## config.mk

```make
export PLATFORM = sky130hd
export DESIGN_NAME = mem_lsu
export DESIGN_NICKNAME = d
export VERILOG_FILES = /design/src/rtl/lsu_pkg.sv /design/src/rtl/lsu_lane_align.sv /design/src/rtl/mem_lsu.sv
export SDC_FILE = /design/constraint.sdc
export NUM_CORES = 1
export LEC_CHECK = 0
export CAP_MARGIN = 40
export CELL_PAD_IN_SITES_DETAIL_PLACEMENT = 1
export CELL_PAD_IN_SITES_GLOBAL_PLACEMENT = 2
export CORE_MARGIN = 3
export CORE_UTILIZATION = 32
export DETAILED_ROUTE_END_ITERATION = 10
export GPL_TIMING_DRIVEN = 1
export PLACE_DENSITY = 0.91
export SLEW_MARGIN = 20
export SYNTH_ARGS = -nofsm -noshare
export SYNTH_HDL_FRONTEND = slang
export SYNTH_HIERARCHICAL = 1
export SYNTH_SLANG_ARGS = --single-unit
```

## constraint.sdc

```tcl
create_clock -name clk -period 9.7 [get_ports clk]
set_clock_uncertainty 0.2 [all_clocks]
set_input_delay 1.94 -clock clk [delete_from_list [all_inputs] [get_ports clk]]
set_output_delay 1.94 -clock clk [all_outputs]
set_load 0.02 [all_outputs]
```

## src/rtl/lsu_pkg.sv

```systemverilog
// Shared types and constants for the load/store unit: access sizes, FSM states
// and data-region bounds helpers.
package lsu_pkg;

  localparam logic [1:0] LSU_SZ_B = 2'd0;
  localparam logic [1:0] LSU_SZ_H = 2'd1;
  localparam logic [1:0] LSU_SZ_W = 2'd2;

  typedef enum logic [2:0] {
    S_IDLE,
    S_LD_ISSUE,
    S_LD_WAIT,
    S_ST_RD,
    S_ST_MERGE,
    S_ST_WR,
    S_RESP
  } lsu_state_t;

  // Data region occupies the upper half of the memory, in word indices [lo, hi).
  function automatic int unsigned lsu_region_lo(input int unsigned depth);
    return depth / 2;
  endfunction

  function automatic int unsigned lsu_region_hi(input int unsigned depth);
    return depth;
  endfunction

endpackage

```

## src/rtl/lsu_lane_align.sv

```systemverilog
// Little-endian lane handling: extract+extend a byte/half from a word for loads,
// and merge a byte/half into a word for sub-word stores.
module lsu_lane_align
  import lsu_pkg::*;
(
  input  logic [1:0]  size_i,
  input  logic [1:0]  lane_i,
  input  logic        unsigned_i,
  input  logic [31:0] word_i,
  input  logic [31:0] wdata_i,
  output logic [31:0] ld_data_o,
  output logic [31:0] st_data_o
);

  logic [4:0]  shamt;
  logic [31:0] shifted;
  logic [31:0] mask;

  // lane_i is already force-aligned for halves, so one byte-granular shift serves both
  assign shamt   = {lane_i, 3'b000};
  assign shifted = word_i >> shamt;

  always_comb begin
    ld_data_o = word_i;
    st_data_o = wdata_i;
    mask      = 32'h0;
    case (size_i)
      LSU_SZ_B: begin
        ld_data_o = unsigned_i ? {24'h0, shifted[7:0]} : {{24{shifted[7]}}, shifted[7:0]};
        mask      = 32'h0000_00FF << shamt;
        st_data_o = (word_i & ~mask) | ((wdata_i << shamt) & mask);
      end
      LSU_SZ_H: begin
        ld_data_o = unsigned_i ? {16'h0, shifted[15:0]} : {{16{shifted[15]}}, shifted[15:0]};
        mask      = 32'h0000_FFFF << shamt;
        st_data_o = (word_i & ~mask) | ((wdata_i << shamt) & mask);
      end
      default: begin
        ld_data_o = word_i;
        st_data_o = wdata_i;
      end
    endcase
  end

endmodule

```

## src/rtl/mem_lsu.sv

```systemverilog
// Load/store unit in front of the word-only data memory; sub-word stores use RMW.
// LSU_ALIGN_CHECK_EN: defined -> misaligned half/word error out; undefined -> force-aligned.
//
// state      | meaning
// S_IDLE     | ready for a request
// S_LD_ISSUE | memory read strobe for a load
// S_LD_WAIT  | read data returns; extract lane and extend
// S_ST_RD    | memory read strobe for a sub-word store
// S_ST_MERGE | read data returns; merge store lane, register result
// S_ST_WR    | memory write strobe
// S_RESP     | one-cycle response pulse
module mem_lsu
  import lsu_pkg::*;
#(
  parameter int DATA_WIDTH = 32,
  parameter int ADDR_WIDTH = 32,
  parameter int MEM_DEPTH  = 2048
) (
  input  logic                  clk,
  input  logic                  reset,
  input  logic                  req_valid,
  output logic                  req_ready,
  input  logic                  req_we,
  input  logic [1:0]            req_size,
  input  logic                  req_unsigned,
  input  logic [ADDR_WIDTH-1:0] req_addr,
  input  logic [DATA_WIDTH-1:0] req_wdata,
  output logic                  rsp_valid,
  output logic                  rsp_err,
  output logic [DATA_WIDTH-1:0] rsp_rdata,
  output logic                  mem_rd_en,
  output logic                  mem_wr_en,
  output logic [ADDR_WIDTH-1:0] mem_addr,
  output logic [DATA_WIDTH-1:0] mem_din,
  input  logic [DATA_WIDTH-1:0] mem_dout
);

  localparam int WIW = ADDR_WIDTH - 2;
  localparam logic [WIW-1:0] WORD_LO = WIW'(lsu_region_lo(MEM_DEPTH));
  localparam logic [WIW-1:0] WORD_HI = WIW'(lsu_region_hi(MEM_DEPTH));

  lsu_state_t state_q, state_d;

  logic                  we_q, uns_q, err_q;
  logic [1:0]            size_q, lane_q;
  logic [DATA_WIDTH-1:0] wdata_q, rdata_q, din_q;
  logic [ADDR_WIDTH-1:0] addr_q;

  logic [WIW-1:0]  word_idx;
  logic            accept, range_err, size_err, mis_err, acc_err;
  logic [1:0]      lane_d;
  logic [31:0]     ld_data, st_data;

  assign accept    = req_valid && (state_q == S_IDLE);
  assign word_idx  = req_addr[ADDR_WIDTH-1:2];
  assign range_err = (word_idx < WORD_LO) || (word_idx >= WORD_HI);
  assign size_err  = (req_size == 2'd3);
`ifdef LSU_ALIGN_CHECK_EN
  assign mis_err   = ((req_size == LSU_SZ_H) && req_addr[0]) ||
                     ((req_size == LSU_SZ_W) && (req_addr[1:0] != 2'b00));
`else
  assign mis_err   = 1'b0;
`endif
  assign acc_err   = range_err || size_err || mis_err;

  always_comb begin
    lane_d = req_addr[1:0];
    if (req_size == LSU_SZ_H)      lane_d[0] = 1'b0;
    else if (req_size == LSU_SZ_W) lane_d    = 2'b00;
  end

  lsu_lane_align u_lane (
    .size_i     (size_q),
    .lane_i     (lane_q),
    .unsigned_i (uns_q),
    .word_i     (mem_dout),
    .wdata_i    (wdata_q),
    .ld_data_o  (ld_data),
    .st_data_o  (st_data)
  );

  always_ff @(posedge clk or posedge reset) begin
    if (reset) state_q <= S_IDLE;
    else       state_q <= state_d;
  end

  always_comb begin
    state_d = state_q;
    case (state_q)
      S_IDLE: if (req_valid) begin
        if (acc_err)                    state_d = S_RESP;
        else if (!req_we)               state_d = S_LD_ISSUE;
        else if (req_size == LSU_SZ_W)  state_d = S_ST_WR;
        else                            state_d = S_ST_RD;
      end
      S_LD_ISSUE: state_d = S_LD_WAIT;
      S_LD_WAIT:  state_d = S_RESP;
      S_ST_RD:    state_d = S_ST_MERGE;
      S_ST_MERGE: state_d = S_ST_WR;
      S_ST_WR:    state_d = S_RESP;
      S_RESP:     state_d = S_IDLE;
      default:    state_d = S_IDLE;
    endcase
  end

  always_comb begin
    req_ready = (state_q == S_IDLE);
    mem_rd_en = (state_q == S_LD_ISSUE) || (state_q == S_ST_RD);
    mem_wr_en = (state_q == S_ST_WR);
    rsp_valid = (state_q == S_RESP);
    rsp_err   = (state_q == S_RESP) && err_q;
  end

  always_ff @(posedge clk or posedge reset) begin
    if (reset) begin
      we_q    <= 1'b0;
      uns_q   <= 1'b0;
      err_q   <= 1'b0;
      size_q  <= 2'd0;
      lane_q  <= 2'd0;
      wdata_q <= '0;
      rdata_q <= '0;
      din_q   <= '0;
      addr_q  <= '0;
    end else begin
      if (accept) begin
        we_q    <= req_we;
        uns_q   <= req_unsigned;
        err_q   <= acc_err;
        size_q  <= req_size;
        lane_q  <= lane_d;
        wdata_q <= req_wdata;
        rdata_q <= '0;
        if (!acc_err) begin
          addr_q <= {word_idx, 2'b00};
          if (req_we && (req_size == LSU_SZ_W)) din_q <= req_wdata;
        end
      end
      if (state_q == S_LD_WAIT)  rdata_q <= ld_data;
      if (state_q == S_ST_MERGE) din_q   <= st_data;
    end
  end

  assign rsp_rdata = rdata_q;
  assign mem_addr  = addr_q;
  assign mem_din   = din_q;

endmodule
```

==> flow_summary.toml <==
[outcome]
status = "finished clean"

[place]
place_area_mm2 = 0.009703
dp_hpwl_mm = 19.62
io_buffers = 201
numPlacedInstances = 1249
place.gp.congestion = 0.8552

[cts]
clock_sinks = 135
clockBufferDepth = 2
cts_resized = 0
h-tree-depth = 4
cts_made_buffers = 17
clk_pin_slew_ps = 70
clockRootBuffer = "clkbuf_16"
insertion_delay_ps = 440
cts_tree = "built"
ctsHoldBuffers = 0
cts_setup_buffers = 0

[power_and_ir_drop]
total_power_mw = 3.370
ir_drop_v = 0.0001607
power.leakage_nw = 4.346
cellPowerDensity_mw_per_mm2 = 327.0

[route]
drtIter0Drc = 455
antenna_left = 0
routed_wl_mm = 27.55
post-route-drc-count = 0
firstDrtPassIters = 5
vias = 6974
wl_per_cell_um = 21.51
avgViaCountPerCell = 5.444

[yosys]
synth_top_area_share_pct = 45.20
syn_avg_cell_area_um2 = 9.448
synth_area_leader_cell = "dfrtp_1"
synthTopCellsByArea = "dfrtp_1 (45%), mux2_2 (8.0%), o21ai_0 (4.8%), a22o_1 (4.7%), nand2_1 (3.8%)"
syn_inst = 791
synth_ff_type = "dfrtp_1"
synthArstFlopShare_pct = 100.0
yosys_warnings = 6
syn_area_mm2 = 0.007473
synth_cell_types = 55
seq_area_frac_synth_pct = 45.20
ys_ff_latch = 135
synth_edf_count = 0

[timing]
maxSlewHeadroom_pct = 48.05
hold_viol = 0
finalCriticalPeriod_ps = 4511
finalSetupTns_ps = 0
tightest_slew_ps = 777.5
rsz0062_at_grt = "false"
setup_violations = 0
drv_slew = 0
fmax_mhz = 221.7
fin_crit_sh_pct = 46.51

[floorplanning]
pin_count = 204
die_h_um = 158.8
start_util_pct = 32.81
rows = 55
die_area_mm2 = 0.02522
fp.dieW_um = 158.8
core_area_mm2 = 0.02278

[critical_path]
end_kind = "flop"
crit_fanout = 35
critical_path_arrival_ps = 4630
critPathRequiredTime_ps = 9820
worstSetupPathType = "in2reg"
ff2ff_path_depth = 4
cp-start-kind = "primary input"

[final_layout]
area_delta_synth_final_pct = 37.89
final_common_cell = "clkdlybuf4s50_1"
antennaDiodeCount = 0
layout.nets = 1062
final-seq-area_mm2 = 0.003381
layoutNonFillerInstCount = 1281
fillCellCount = 2542
final_cell_mix = "clkdlybuf4s50_1 (201), dfrtp_1 (133), nand2_1 (75), o21ai_0 (71), nor2_1 (59)"
multiInputGateArea_mm2 = 0.003747
drive_gt1_share_pct = 12.09
fin_area_mm2 = 0.01030

[flow_run]
maxCapViolations = 0

[global_routing]
grt_max_degree = 71
grt_pass1_wl_mm = 43.65
antenna_found_initial = 0
grt_pass1_vias = 7347
track_usage_pct = 21.83
grt.overflow.total = 0

[min_path]
holdPathStages = 1
hold_class = "reg2reg"
## sequential cells by signal, indices dropped and copies added (netlist names)
name       flops
err_q          1
wdata_q       32
state_q        3
rsp_rdata     32
mem_addr      30
mem_din       32
lane_q         2
size_q         2
uns_q          1
## stage by stage
step	hold slack, ps	utilization [%]	setup WS (ps)
3_5_place_dp	263.7	42.60	4731
4_1_cts	282.6	45.24	5176
5_1_grt	309.0	45.24	4922
6_report	279.3	45.24	5189
2_1_floorplan	255.9	-	3949
3_3_place_gp	251.3	42.41	4791
## final timing paths
kind	startpoint	endpoint	slack, ps
min in group asynchronous	reset	rsp_rdata[5]	1790
min	mem_addr[12]	mem_addr[12]	280
min reg2reg	mem_addr[12]	mem_addr[12]	280
max reg2reg	state_q[0]	mem_addr[8]	6770
max	req_addr[19]	mem_addr[8]	5190
max in group asynchronous	reset	mem_din[31]	6360
## area by class of cell
class                      count  share of cell area, %
multi-input combinational    576                  36.36
tap                          313                  3.800
timing repair buffer         216                  20.81
inverter                       9                 0.3764
clock inverter                15                  1.712
clock buffer                  17                  4.128
sequential                   135                  32.81
## Yosys cell counts, drive strengths merged, types with 4 or more instances
cell type  number
a31oi          32
nand3          33
a22o           40
clkbuf         42
nor2b           4
inv             8
a211oi          8
and3           32
o31ai          14
a21oi          24
nand2          76
a22oi          14
o21ai          73
ha              4
nor3           14
buf            30
nor4            4
a221oi          6
dfrtp         135
a21boi          9
and2           21
nor2           60
mux2i          28
mux2           53
## worst max-delay path, cell delays in order
cell             delay, ps
clkdlybuf4s50_1        400
nor4_1                 430
and4_1                 250
buf_4                  370
nand4_2                680
mux2_2                 530
## routing by layer
layer,routed length [µm],vias to the layer above,track usage (%)
met3,1437,36,4.748
met5,0,-,0
met2,13110,226,35.24
met1,12440,3501,29.56
li1,-,3211,-
met4,561,0,6.367
## where the power goes
group	total, mW	internal, mW	switching (mW)	leakage, nW
Clock	0.661	0.349	0.312	0.289
Combinational	1.70	0.740	0.965	2.37
Sequential	1.00	0.782	0.222	1.69
Total	3.37	1.87	1.50	4.35
## kinds of logic (layout without fill, tap and decap cells)
logic type / count (synthesis) / after routing / share of synthesized area (%)
AOI/OAI and AO/OA: 229 / 229 / 20.16
muxes: 81 / 81 / 11.84
DFF: 135 / 135 / 45.20
buffers and inverters: 81 / 257 / 4.855
and+or+nand+nor: 258 / 258 / 16.99
other: 1 / 2 / 0.05018
adders and majority gates: 4 / 4 / 0.6697
xor gates and xnor gates: 2 / 2 / 0.2344
Note: power is estimated with default switching activity, not from simulation.
